<file path="src/rtl/pid_frame_ctrl.sv">
// pid_frame_ctrl: initiator-side frame sequencer for the PID core start/done handshake.
// Build option: define PID_FRAME_ERR_SAT_EN to saturate the error subtraction on signed overflow.
module pid_frame_ctrl #(
  parameter int WIDTH          = 32,
  parameter int TIMEOUT_CYCLES = 256,
  parameter int OVR_W          = 8
) (
  input  logic             clk,
  input  logic             nrst,
  input  logic             en,
  input  logic [31:0]      period,
  input  logic [WIDTH-1:0] setpoint,
  input  logic [WIDTH-1:0] measurement,
  input  logic             meas_valid,
  input  logic             pid_done,
  input  logic [WIDTH-1:0] pid_out,
  output logic             start_calc,
  output logic [WIDTH-1:0] error,
  output logic [31:0]      delta_t,
  output logic [WIDTH-1:0] ctrl_out,
  output logic             ctrl_valid,
  output logic             busy,
  output logic             timeout_err,
  output logic [OVR_W-1:0] overrun_cnt
);

  // state     | meaning
  // S_IDLE    | waiting for a tick with a valid measurement
  // S_LAUNCH  | start_calc high for this single cycle
  // S_WAIT    | waiting for pid_done or timeout

  typedef enum logic [1:0] {
    S_IDLE   = 2'd0,
    S_LAUNCH = 2'd1,
    S_WAIT   = 2'd2
  } state_t;

  localparam int TMO_W = (TIMEOUT_CYCLES > 1) ? $clog2(TIMEOUT_CYCLES) : 1;
  localparam logic [TMO_W-1:0] TMO_LAST = TMO_W'(TIMEOUT_CYCLES - 1);

  state_t           r_state;
  logic [31:0]      r_cnt;
  logic [WIDTH-1:0] r_meas_q;
  logic             r_have_meas;
  logic [31:0]      r_stamp;
  logic             r_first_frame;
  logic [TMO_W-1:0] r_tmo;
  logic             r_start_calc;
  logic [WIDTH-1:0] r_error;
  logic [31:0]      r_delta_t;
  logic [WIDTH-1:0] r_ctrl_out;
  logic             r_ctrl_valid;
  logic             r_busy;
  logic             r_timeout_err;
  logic [OVR_W-1:0] r_ovr;

  logic [31:0]      w_period_m1;
  logic             w_tick;
  logic             w_have_meas;
  logic [WIDTH-1:0] w_meas;
  logic             w_launch;
  logic             w_drop;
  logic [WIDTH-1:0] w_diff;
  logic [WIDTH-1:0] w_err;

  assign w_period_m1 = period - 32'd1;
  // Compare with >= so a shortened period wraps on the very next cycle.
  assign w_tick      = en && (period != 32'd0) && (r_cnt >= w_period_m1);

  // A measurement arriving with the tick is forwarded into that frame.
  assign w_have_meas = meas_valid | r_have_meas;
  assign w_meas      = meas_valid ? measurement : r_meas_q;

  assign w_launch    = (r_state == S_IDLE) && w_tick && w_have_meas;
  assign w_drop      = (r_state != S_IDLE) && w_tick;

  assign w_diff      = setpoint - w_meas;

`ifdef PID_FRAME_ERR_SAT_EN
  localparam logic [WIDTH-1:0] ERR_MAX = {1'b0, {(WIDTH-1){1'b1}}};
  localparam logic [WIDTH-1:0] ERR_MIN = {1'b1, {(WIDTH-1){1'b0}}};

  logic w_ovf;

  // Overflow only when operand signs differ and the result sign flips away from setpoint.
  assign w_ovf = (setpoint[WIDTH-1] != w_meas[WIDTH-1]) &&
                 (w_diff[WIDTH-1] != setpoint[WIDTH-1]);
  assign w_err = w_ovf ? (setpoint[WIDTH-1] ? ERR_MIN : ERR_MAX) : w_diff;
`else
  assign w_err = w_diff;
`endif

  always_ff @(posedge clk or negedge nrst) begin
    if (!nrst) begin
      r_cnt <= '0;
    end else if (en) begin
      if ((period == 32'd0) || w_tick) begin
        r_cnt <= '0;
      end else begin
        r_cnt <= r_cnt + 32'd1;
      end
    end
  end

  always_ff @(posedge clk or negedge nrst) begin
    if (!nrst) begin
      r_meas_q    <= '0;
      r_have_meas <= 1'b0;
    end else if (en && meas_valid) begin
      r_meas_q    <= measurement;
      r_have_meas <= 1'b1;
    end
  end

  // Loaded so it reads 1 during the start_calc cycle; its value at the next
  // launching tick is then the number of enabled cycles between the two starts.
  always_ff @(posedge clk or negedge nrst) begin
    if (!nrst) begin
      r_stamp <= '0;
    end else if (en) begin
      if (w_launch) begin
        r_stamp <= 32'd1;
      end else if (r_stamp != '1) begin
        r_stamp <= r_stamp + 32'd1;
      end
    end
  end

  always_ff @(posedge clk or negedge nrst) begin
    if (!nrst) begin
      r_ovr <= '0;
    end else if (w_drop && (r_ovr != '1)) begin
      r_ovr <= r_ovr + OVR_W'(1);
    end
  end

  always_ff @(posedge clk or negedge nrst) begin
    if (!nrst) begin
      r_state       <= S_IDLE;
      r_first_frame <= 1'b1;
      r_tmo         <= '0;
      r_start_calc  <= 1'b0;
      r_error       <= '0;
      r_delta_t     <= '0;
      r_ctrl_out    <= '0;
      r_ctrl_valid  <= 1'b0;
      r_busy        <= 1'b0;
      r_timeout_err <= 1'b0;
    end else if (en) begin
      r_start_calc <= 1'b0;
      r_ctrl_valid <= 1'b0;
      case (r_state)
        S_IDLE: begin
          if (w_launch) begin
            r_error       <= w_err;
            // All-ones on the first frame keeps the derivative term near zero.
            r_delta_t     <= r_first_frame ? 32'hFFFF_FFFF : r_stamp;
            r_first_frame <= 1'b0;
            r_start_calc  <= 1'b1;
            r_busy        <= 1'b1;
            r_state       <= S_LAUNCH;
          end
        end
        S_LAUNCH: begin
          r_tmo   <= '0;
          r_state <= S_WAIT;
        end
        S_WAIT: begin
          if (pid_done) begin
            r_ctrl_out   <= pid_out;
            r_ctrl_valid <= 1'b1;
            r_busy       <= 1'b0;
            r_state      <= S_IDLE;
          end else if (r_tmo == TMO_LAST) begin
            r_timeout_err <= 1'b1;
            r_busy        <= 1'b0;
            r_state       <= S_IDLE;
          end else begin
            r_tmo <= r_tmo + TMO_W'(1);
          end
        end
        default: begin
          r_busy  <= 1'b0;
          r_state <= S_IDLE;
        end
      endcase
    end
  end

  assign start_calc  = r_start_calc & en;
  assign ctrl_valid  = r_ctrl_valid & en;
  assign error       = r_error;
  assign delta_t     = r_delta_t;
  assign ctrl_out    = r_ctrl_out;
  assign busy        = r_busy;
  assign timeout_err = r_timeout_err;
  assign overrun_cnt = r_ovr;

endmodule

</file>
<file path="config.mk">
export PLATFORM = sky130hd
export DESIGN_NAME = pid_frame_ctrl
export DESIGN_NICKNAME = d
export VERILOG_FILES = /design/src/rtl/pid_frame_ctrl.sv
export SDC_FILE = /design/constraint.sdc
export NUM_CORES = 1
export LEC_CHECK = 0
export CAP_MARGIN = 10
export CELL_PAD_IN_SITES_DETAIL_PLACEMENT = 0
export CELL_PAD_IN_SITES_GLOBAL_PLACEMENT = 1
export CORE_UTILIZATION = 36
export DETAILED_ROUTE_END_ITERATION = 7
export MAX_ROUTING_LAYER = met4
export PLACE_DENSITY_LB_ADDON = 0.1
export SLEW_MARGIN = 25
export SYNTH_ARGS = -nofsm -noshare
export SYNTH_HDL_FRONTEND = slang
export SYNTH_SLANG_ARGS = --single-unit
</file>
<file path="constraint.sdc">
create_clock -name clk -period 3 [get_ports clk]
set_input_delay 0.6 -clock clk [delete_from_list [all_inputs] [get_ports clk]]
set_output_delay 0.6 -clock clk [all_outputs]
set_load 0.05 [all_outputs]
</file>
* Word-level counts from Yosys, hierarchy flattened
Cells that the tools add are included.
** Operators by class
- Equality and inequality tests :: 9
- Div/mod/pow operators :: 0
- Order comparisons :: 1
- Bitwise operators :: 5
- Reductions and logical operators :: 21
- Add/subtract/negate cells :: 6
- Shift-type cells :: 0
- Muxes and demuxes :: 20
- $mul :: 0
** Operators with widths (count)
- 2-to-1 mux 32 bit :: 5
- adder 32 x 1 -> 32 bit (second input constant) :: 2
- greater-or-equal comparator 32 bit :: 1
- logical NOT 32 bit :: 1
- != test 32 bit (second input constant) :: 1
- nonzero test 32 bit :: 1
- subtractor 32 x 1 -> 32 bit (second input constant) :: 1
- subtractor 32 bit :: 1
- adder 8 x 1 -> 8 bit (second input constant) :: 2
- 2-to-1 mux 8 bit :: 2
- one-hot mux 8 bit (2 select lines) :: 1
- AND reduction 4 bit :: 3
- AND reduction 3 bit :: 3
- == test 8 bit (second input constant) :: 1
- != test 8 bit (second input constant) :: 1
- logical AND 1 bit :: 7
- 2-to-1 mux 1 bit :: 7
- 2-to-1 mux 2 bit :: 3
- != test 2 bit (second input constant) :: 3
- one-hot mux 2 bit (3 select lines) :: 1
- nonzero test 2 bit :: 3
- != test 3 bit (second input constant) :: 1
- one-hot mux 1 bit (3 select lines) :: 1
- bitwise AND 1 bit :: 2
- 7 further kinds :: 8
** Word-level totals
- Memory bits (writable) :: 0
- Flip-flop bits (word level) :: 216
- Bits in latches :: 0
- Memories :: 0
- ROM bits :: 0
- Word-level logic and storage cells :: 77
- Output and inout bits :: 108

* Logic depth before layout (Yosys ltp)
Gate-level depths: netlist of the first run.
- Depth after elaboration :: 7
- Mapped depth :: 19
- Mapped depth without buffers :: 17

* Worst setup path after synthesis of the first run
No wires, ideal clock.
- Kind :: input port to flip-flop
- From :: in period[2]
- To :: reg r_cnt[14]
- Required time :: 2.929 ns
- Cell stages on the path :: 18
- Path slack :: -1.278 ns
- Library setup time :: 0.071 ns
- Data arrival time :: 4.207 ns
- Buffers on the path :: 2
- Cells stage by stage :: or3_1 -> or4_1 -> nor2_1 -> nand2_1 -> or2_2 -> nor3_1 -> xnor2_1 -> ha_1 -> a21oi_1 -> o21ai_0 -> a221oi_1 -> o211ai_1 -> a41o_1 -> nand2b_1 -> and2_1 -> buf_2 -> buf_2 -> nor2_1
** On the way
- Cells in the longest elaborated chain, start to end :: 5
- Elaborated cells between the ends (all ways) :: 8
- Those cells by class :: add/sub (1); order compare (1); mux (1); reduce/logical (5)
** Ends and longest elaborated chain
- from (decl) :: line 11 : input logic [31:0] period,
- subtractor 32 x 1 -> 32 bit or nonzero test 32 bit (tied branches) :: line 66, 68
- greater-or-equal comparator 32 bit or logical AND 1 bit (tied branches) :: line 68 : assign w_tick = en && (period != 32'd0) && (r_cnt >= w_period_m1);
- logical AND 1 bit :: line 68
- logical OR 1 bit (*) :: line 97 : if ((period == 32'd0) || w_tick) begin
- 2-to-1 mux 32 bit (*) :: line 97
- to (signal assigned) :: line 100 : r_cnt <= r_cnt + 32'd1;
- to (decl) :: line 42 : logic [31:0] r_cnt;
Mark *: on every way between the ends. The rest lies on a longest branch, timed or not.
A chain may end at the register's enable or synchronous reset.

* Final worst setup path of the first run
- From :: in period[18]
- To :: reg r_error[29] (netlist: error[29])
** On the way
- Cells in the longest elaborated chain, start to end :: 6
- Elaborated cells between the ends (all ways) :: 8
- Those cells by class :: add/sub (1); order compare (1); reduce/logical (6)
** Ends and longest elaborated chain
- subtractor 32 x 1 -> 32 bit or nonzero test 32 bit (tied branches) :: line 66, 68
- greater-or-equal comparator 32 bit or logical AND 1 bit (tied branches) :: line 68
- logical AND 1 bit (*) :: line 68
- logical AND 1 bit (*) (2 in a row) :: line 74 : assign w_launch = (r_state == S_IDLE) && w_tick && w_have_meas;
- AND reduction 3 bit (no source line) (*)
- to (signal assigned) :: line 155 : r_error <= w_err;
- to (decl) :: line 49 : logic [WIDTH-1:0] r_error;
Marks and branches as above.

==> results.txt, run 1 <==
The flow ran to the end, but the final reports show violations. The final reports fail on setup timing. Synthesis inferred 216 register bits. The maximum number of pins on one net before global-route repair was 74.

By count the netlist is led by sky130_fd_sc_hd__dfrtp_1 (215), sky130_fd_sc_hd__nand2_1 (176), sky130_fd_sc_hd__nor2_1 (117), sky130_fd_sc_hd__o21ai_0 (88), sky130_fd_sc_hd__ha_1 (68). The die covers 0.0344 mm². The final critical path takes up 141% of the cycle.

The total of endpoints with negative setup slack in the final report came out at 140. The cell count after synthesis was 1242; the number of distinct standard cells referenced by the synthesized netlist was 61. The run gives 0 as the final count of hold timing violations. Buffer type at the clock tree root: sky130_fd_sc_hd__clkbuf_16. The worst setup path is launched from a primary input. Max-cap violations in this run came to 0.

At the pin with the least slew margin, the transition time is 0.702 ns. The dominant synthesized flop cell was sky130_fd_sc_hd__dfrtp_1. Buffers inserted to repair hold after CTS numbered 0. The largest buffer count on any clock path came out at 3. The number of design rule violations left after detail routing was 0. For the routability congestion estimate from global placement, the log shows 0.821. The floorplan step defined a core boundary enclosing 0.0328 mm². The ratio of total power to cell area works out to 540 mW/mm². Net switching share of the total power: 32.5%. During placement, the flow inserted port buffers numbering 240. Setup repair after global routing could not meet its margin everywhere. The net count of the finished layout is 1863. The number of nets handed over by synthesis was 1444. The worst endpoint required time came out at 3.42 ns. The initial utilization of the core area, before any placement, comes to 36.9%. The tree built by TritonCTS fans out to 216 sinks.

Counting cells, the worst reg-to-reg path comes to 12. The clock network accounts for 33.1% of the total power. The average cell area after synthesis was 9.75 µm²; the design internal power was 6.71 mW. The worst register-to-register path begins at r_meas_q[0]. Number of max-slew violations in the final report: 0. The first global-routing pass estimated 54.5 mm of wire.

The max-slew headroom at the worst pin was 52.8%. The worst register-to-register path ends at error[28]. The routed wirelength normalized by instance count works out to 16.1 µm. For the final database, setup skew stands at 0.0199 ns. The width of the die was 185 µm. The vias per cell is 4.92, and the final critical-path required period is 4.24 ns. For this run, the number of Yosys warnings is 0. For the detailed-route via count, the log shows 10.5k. Worst min-delay path class: in2async. TritonCTS built the clock tree. After clock tree synthesis, the clock-pin slew on the worst setup and hold paths is 0.06 ns. The detail route stage leaves a number of antenna-violating nets equal to 0.

For this design the total switching power over the nets is 3.23 mW. Path type of the worst setup path: in2reg. The logs give 583 µV for the worst IR drop on VDD and 0.54 ns for the clock latency reported for the late side of the worst-skew pair.

The fraction of power consumed by sequential logic was 35.7%; the first-pass iteration count of the detailed router was 4. Detailed placement finished with a half-perimeter wire length of 24.4 mm. Row generation in the floorplan step produced 66 rows. The share of synthesized area in the top cell type comes to 44.4%. After synthesis, the cell types taking the most area are sky130_fd_sc_hd__dfrtp_1 (44%), sky130_fd_sc_hd__ha_1 (7.0%), sky130_fd_sc_hd__mux2_2 (6.2%), sky130_fd_sc_hd__nand2_1 (5.5%), sky130_fd_sc_hd__xor2_1 (4.6%). Initial antenna violation count: 5.

In the post-synthesis netlist, the cell with the most instances is sky130_fd_sc_hd__dfrtp_1. On the final layout, the worst hold slack is 0.0204 ns. In this run the static leakage power is 8.37 nW.

The floorplan step set the die height to 185 µm. The logs give 1 for the count of H-tree levels built during CTS and 20.4% for the global-route usage over all layers. The tools report the utilization after layout as 56.2%.

The share of flip-flops with an asynchronous set or reset after synthesis is 100%. The logs give 0 for the sum of overflow across all layers after global routing and 44.6% for the sequential fraction of the synthesis area. Leaving out filler cells and counting taps, the final layout contains 2128. In the final layout, the share of cells above drive strength 1 is 25.9%. The number of global-route vias before repair was 10.5k. sky130_fd_sc_hd__dfrtp_1 takes more of the synthesized area than any other cell. For the number of instances in the placed design, the log shows 2036.

The area growth from synthesis to layout is 52.0%, and the area of the mapped netlist is 0.0121 mm². Endpoint arrival time on the critical path: 4.66 ns. The nature of the critical path endpoint was a flop. 241 I/O pins were placed.

For the initial detailed-routing violation count, the log shows 430. The largest fanout on the critical path came out at 6. Wires add up to 34.2 mm. Fill cells in the final layout number 2977. The final worst-path setup slack is -1.24 ns, and the logic gate share of total power is 31.3%. Buffers inserted during clock tree synthesis total 27.

For the reg2reg setup slack, the log shows -0.13 ns. In this run, synthesis inferred 0 flip-flops with an integrated enable. Achievable frequency: 0.236 GHz.
[cell type report]
cell class / instances / area (µm²) / share of cell area (%)
Tap cell: 442 / 553 / 3.00
Clock inverter: 9 / 139 / 0.754
Timing Repair Buffer: 436 / 4380 / 23.8
Multi-Input combinational cell: 964 / 7090 / 38.5
Antenna cell: 5 / 12.5 / 0.0680
Inverter: 16 / 60.1 / 0.326
Sequential cell: 216 / 5410 / 29.4
Clock buffer: 40 / 764 / 4.15
[placed cells by master, fill, tap and decap left out, drive strengths merged, types with 4 or more instances in the layout]
master,n
nand3,30
inv,18
o2bb2ai,4
a21o,12
o31a,4
o21a,10
xor2,63
ha,68
nand4,32
nand2b,11
clkdlybuf4s50,220
nor2,117
mux2i,36
or2,4
clkbuf,41
clkinv,4
buf,201
or4,5
nor4,8
o21ai,89
dlygate4sd2,5
nor2b,4
or3,18
mux2,67
o31ai,4
and4,11
o211ai,7
dlymetal6s2s,7
and3,13
dfrtp,215
and2,7
a21oi,48
nor3,29
xnor2,52
nand2,176
diode,5
[metrics by stage]
stage / instance area, µm² / setup TNS, ns / power (mW) / setup WS [ns]
final: 18400 / -158.00 / 9.95 / -1.24
after CTS: 18000 / -158.13 / 10.0 / -1.24
after global placement: 16300 / -256.20 / 6.61 / -1.94
after global routing: 18400 / -178.46 / 10.4 / -1.39
after detailed placement: 16300 / -264.56 / 6.65 / -2.00
after floorplan: 12300 / -148.68 / 5.37 / -1.16
[state kept, by name, summed over array words and instances, names as in the netlist]
name           cells
busy               1
ctrl_out          32
delta_t           32
error             32
overrun_cnt        8
r_cnt             32
r_ctrl_valid       1
r_first_frame      1
r_have_meas        1
r_meas_q          32
r_stamp           32
r_start_calc       1
r_state            2
r_tmo              8
timeout_err        1
[worst max path at each step]
stage / slack, ns / cells past startpoint / from / end
after global placement: -1.94 / 19 / period[2] / overrun_cnt[1]
after detailed placement: -2.00 / 18 / period[2] / r_stamp[25]
final: -1.24 / 20 / period[18] / error[29]
after CTS: -1.24 / 19 / period[18] / error[27]
after floorplan: -1.16 / 16 / period[17] / r_stamp[29]
after global routing: -1.39 / 20 / period[4] / error[29]
[critical path, cell delays in order]
cell and delay [ns]:
sky130_fd_sc_hd__buf_6 0.09, sky130_fd_sc_hd__or4_4 0.52, sky130_fd_sc_hd__or3_4 0.36, sky130_fd_sc_hd__nor4_4 0.16, sky130_fd_sc_hd__or4b_4 0.52, sky130_fd_sc_hd__buf_6 0.14, sky130_fd_sc_hd__nor2_4 0.07, sky130_fd_sc_hd__xnor2_1 0.07
sky130_fd_sc_hd__ha_1 0.30, sky130_fd_sc_hd__nand4_1 0.14, sky130_fd_sc_hd__nor4_2 0.37, sky130_fd_sc_hd__buf_4 0.17, sky130_fd_sc_hd__a41o_4 0.23, sky130_fd_sc_hd__nand4_1 0.20, sky130_fd_sc_hd__buf_12 0.21, sky130_fd_sc_hd__buf_12 0.13
sky130_fd_sc_hd__buf_8 0.13, sky130_fd_sc_hd__buf_16 0.14, sky130_fd_sc_hd__nand2_4 0.05, sky130_fd_sc_hd__o21ai_2 0.04
[kinds of logic after synthesis]
group	synth area share, %
simple gates	18.4
flops	44.6
compound gates	10.1
xor+xnor	8.32
mux	9.21
fa+ha+maj	7.19
buf+inv	2.16
[layer usage]
metal  global-route usage [%]  routed length, µm  vias to the layer above
li1                         -                  -                     5243
met1                     26.4              15600                     4977
met2                     32.8              16100                      201
met3                     3.81               1860                       40
met4                     4.83                656                        0
met5                        -                  0                        -
[power groups by stage]
stage | logic, mW | registers [mW] | clock network, mW
after global placement | 3.04 | 3.57 | 0
after CTS | 3.10 | 3.54 | 3.39
after floorplan | 1.06 | 4.31 | 0
after global routing | 3.34 | 3.60 | 3.50
after detailed placement | 3.06 | 3.59 | 0
final | 3.11 | 3.55 | 3.29
[timing repair]
| action | 4_1_cts | 5_1_grt |
|---|---|---|
| pin swaps | 68 | 26 |
| endpoints found under the setup margin | 140 | 140 |
| resized for setup | 122 | 95 |
| buffers inserted | 18 | 8 |
| cloned | 11 | 1 |
Note: power is estimated with default switching activity, not from simulation.
==> inputs of run 2 (changes only) <==
- SKIP_LAST_GASP: unset -> 1
- clock period: 3 -> 4.3 ns (I/O delays scaled with it)
==> run 2 against run 1 <==
Against the previous run:
- the run now ends clean
- combinational power is 35% lower
- highest routed layer unchanged
- sequential power fell by 30%
- via count shrank 3.9%
- flip-flop and latch count unchanged
- setup slack better by 1.3 ns
- register-to-register slack gained 1.2 ns
- global-route usage shrank 0.46 points
- total power down 33%
- final cell count is 4.8% lower
==> results.txt, run 2 (synthesis results as in run 1) <==
The ratio of total power to cell area is 390 mW/mm² (was 540 mW/mm²). The total of hold buffers inserted after clock tree synthesis was 0 (unchanged). TritonCTS built the clock tree.

The startpoint type of the worst setup path was a primary input (unchanged). The vias per cell is 4.97 (was 4.92), and the placed wire-length estimate after detailed placement is 23.3 mm (was 24.4 mm). The run gives 0.812 (was 0.821) as the routability congestion estimate from global placement. Commonest non-fill, non-tap cell in the layout: sky130_fd_sc_hd__clkdlybuf4s50_1 (unchanged). The die outline height was 185 µm (unchanged); the largest buffer count on any clock path was 3 (unchanged).

The number of top-level pins was 241 (unchanged); the detailed-route via count was 10.1k (was 10.5k). The tools report the post-placement worst setup slack as -0.889 ns (was -2.00 ns). For the number of global-route vias before repair, the log shows 9994 (was 10.5k).

The endpoint arrival time on the critical path came out at 4.63 ns (was 4.66 ns). The area of the die is 0.0344 mm² (unchanged), and the achievable frequency is 0.237 GHz. The count of H-tree levels built during CTS was 1 (unchanged); the clock transition at the registers of the reported paths was 0.06 ns (about the same).

The count of port buffers added during placement works out to 240 (unchanged). The run gives 33.0% (was 33.1%) as the clock power share. The run gives 38.1% (was 52.8%) as the max-slew headroom at the worst pin.

The core box area was 0.0328 mm² (unchanged); the final critical-path required period was 4.22 ns. The nature of the critical path endpoint is a flop (unchanged). The actual slew at the worst max-slew pin is 0.928 ns (was 0.702 ns). Routed wirelength normalized by instance count: 16.4 µm (was 16.1 µm).

First-pass iteration count of the detailed router: 4 (unchanged). The total of endpoints with negative setup slack in the final report was 0 (was 140); the global-route usage over all layers was 19.9% (was 20.4%). The standard cell area after detailed placement is 0.0156 mm² (was 0.0163 mm²).

The net switching share of the total power works out to 33.0% (was 32.5%). Buffer type at the clock tree root: sky130_fd_sc_hd__clkbuf_16 (unchanged). The count of nets left with antenna violations after detail routing is 0 (unchanged), and the number of clock sinks is 216 (unchanged). The CTS buffer count was 26 (was 27); the fraction of power consumed by sequential logic was 37.0% (was 35.7%).

For the total wirelength of the detailed-routed design, the log shows 33.2 mm (was 34.2 mm). The launch point of the worst reg-to-reg path was r_meas_q[0] (unchanged). The width of the die is 185 µm (unchanged). The worst IR drop on VDD was 300 µV (was 583 µV); the number of design rule violations left after detail routing was 0 (unchanged). The final worst hold slack came out at 0.324 ns (was 0.0204 ns). The run finished with clean final reports. The initial antenna violation count is 3 (was 5).

The tools report the design internal power as 4.47 mW (was 6.71 mW). The launching element of the worst setup path was period[17] (was period[18]). The sum of overflow across all layers after global routing is 0 (unchanged), and the final standard cell count with taps included and fillers excluded is 2025 (was 2128).

The switching power summed over all nets was 2.21 mW (was 3.23 mW); the overall power was 6.67 mW (was 9.95 mW). The largest fanout on the critical path works out to 9 (was 6). The number of instances in the placed design is 1953 (was 2036), and the final worst-path setup slack is 0.0823 ns (was -1.24 ns). The run gives 358 (was 430) as the initial detailed-routing violation count. The total number of nets in the final design came out at 1763 (was 1863). For the setup TNS, the log shows 0 ns (was -158.00 ns). The max-cap violation count is 0 (unchanged), and the final count of hold timing violations is 0 (unchanged).

The path type of the worst setup path was in2reg (unchanged). The utilization after layout was 52.2% (was 56.2%); the number of cell rows was 66 (unchanged). The reported leakage power was 7.69 nW (was 8.37 nW); the worst endpoint required time was 4.71 ns (was 3.42 ns). Worst min-delay path class: in2async (unchanged). Setup repair after global routing could not meet its margin everywhere.

Commonest non-fill, non-tap cells in the layout: sky130_fd_sc_hd__clkdlybuf4s50_1 (221), sky130_fd_sc_hd__dfrtp_1 (215), sky130_fd_sc_hd__nand2_1 (166) (was sky130_fd_sc_hd__clkdlybuf4s50_1 (220), sky130_fd_sc_hd__dfrtp_1 (215), sky130_fd_sc_hd__buf_4 (157)). The worst clock skew was 0.0135 ns (was 0.0199 ns); the share of final-layout standard cells stronger than drive strength 1 was 18.9% (was 25.9%). The starting utilization of the core area was 36.9% (unchanged).

The run gives 0 (unchanged) as the number of max-slew violations in the final report. For the finished layout cell area, the log shows 0.0171 mm² (was 0.0184 mm²). The maximum number of pins on one net before global-route repair was 111 (was 74); the clock latency reported for the late side of the worst-skew pair was 0.54 ns (about the same). The logic gate share of total power was 30.0% (was 31.3%); the area growth from synthesis to layout was 41.4% (was 52.0%). The first-pass GRT wire length was 53.1 mm (was 54.5 mm); the final clock period utilization by the worst path was 98.1%.
==> run 2: what timing repair did <==
action | CTS | global route
resized for setup | 48 | 94
setup buffers | 9 | 6
endpoints found under the setup margin | 140 | 140
pin swaps | 15 | 30
endpoints found under the hold margin | 0 | 0
gates cloned | 7 | 2
==> run 2: area by class of cell <==
class	instances	area [µm²]
antenna	3	7.51
clock buffer	41	757
clock inverter	6	91.3
fill	3117	15700
inverter	16	60.1
multi-input combinational	964	6850
sequential	216	5410
tap	442	553
timing repair buffer	337	3390
==> run 2: worst paths after layout <==
path	cells past startpoint	slack, ns	end
setup / recovery	18	0.08	delta_t[31]
setup reg to reg	12	1.10	error[28]
max in group asynchronous	2	2.99	r_first_frame
min in group clk	2	0.46	delta_t[23]
hold reg to reg	2	0.46	delta_t[23]
hold / removal	1	0.32	r_cnt[21]
==> run 2: per-layer routing <==
metal	track usage (%)	up-vias	routed length (µm)	part of all wire, %
li1	-	5038	-	-
met1	27.3	4771	16000	48
met2	30.2	208	14700	44
met3	4.23	38	2000	6.0
met4	3.87	0	507	1.5
met5	-	-	0	0
==> run 2: power by group through the flow <==
stage | clock network, mW | logic (mW) | registers (mW)
2_1_floorplan | 0 | 0.736 | 3.01
3_3_place_gp | 0 | 1.97 | 2.49
3_5_place_dp | 0 | 1.99 | 2.50
4_1_cts | 2.26 | 2.00 | 2.47
5_1_grt | 2.34 | 2.16 | 2.51
6_report | 2.20 | 2.01 | 2.47
==> run 2: critical path, cell delays in order <==
cell and delay [ns]:
sky130_fd_sc_hd__buf_6 0.09, sky130_fd_sc_hd__or4_4 0.52, sky130_fd_sc_hd__or3_4 0.36, sky130_fd_sc_hd__nor4_4 0.17, sky130_fd_sc_hd__or4b_4 0.56, sky130_fd_sc_hd__nor2_4 0.13
sky130_fd_sc_hd__xnor2_2 0.09, sky130_fd_sc_hd__ha_4 0.29, sky130_fd_sc_hd__nand4_1 0.11, sky130_fd_sc_hd__nor4_2 0.28, sky130_fd_sc_hd__buf_4 0.16, sky130_fd_sc_hd__a41o_4 0.25
sky130_fd_sc_hd__nand4_1 0.16, sky130_fd_sc_hd__buf_6 0.22, sky130_fd_sc_hd__buf_12 0.14, sky130_fd_sc_hd__buf_12 0.12, sky130_fd_sc_hd__nand2_1 0.06, sky130_fd_sc_hd__nand2_1 0.05
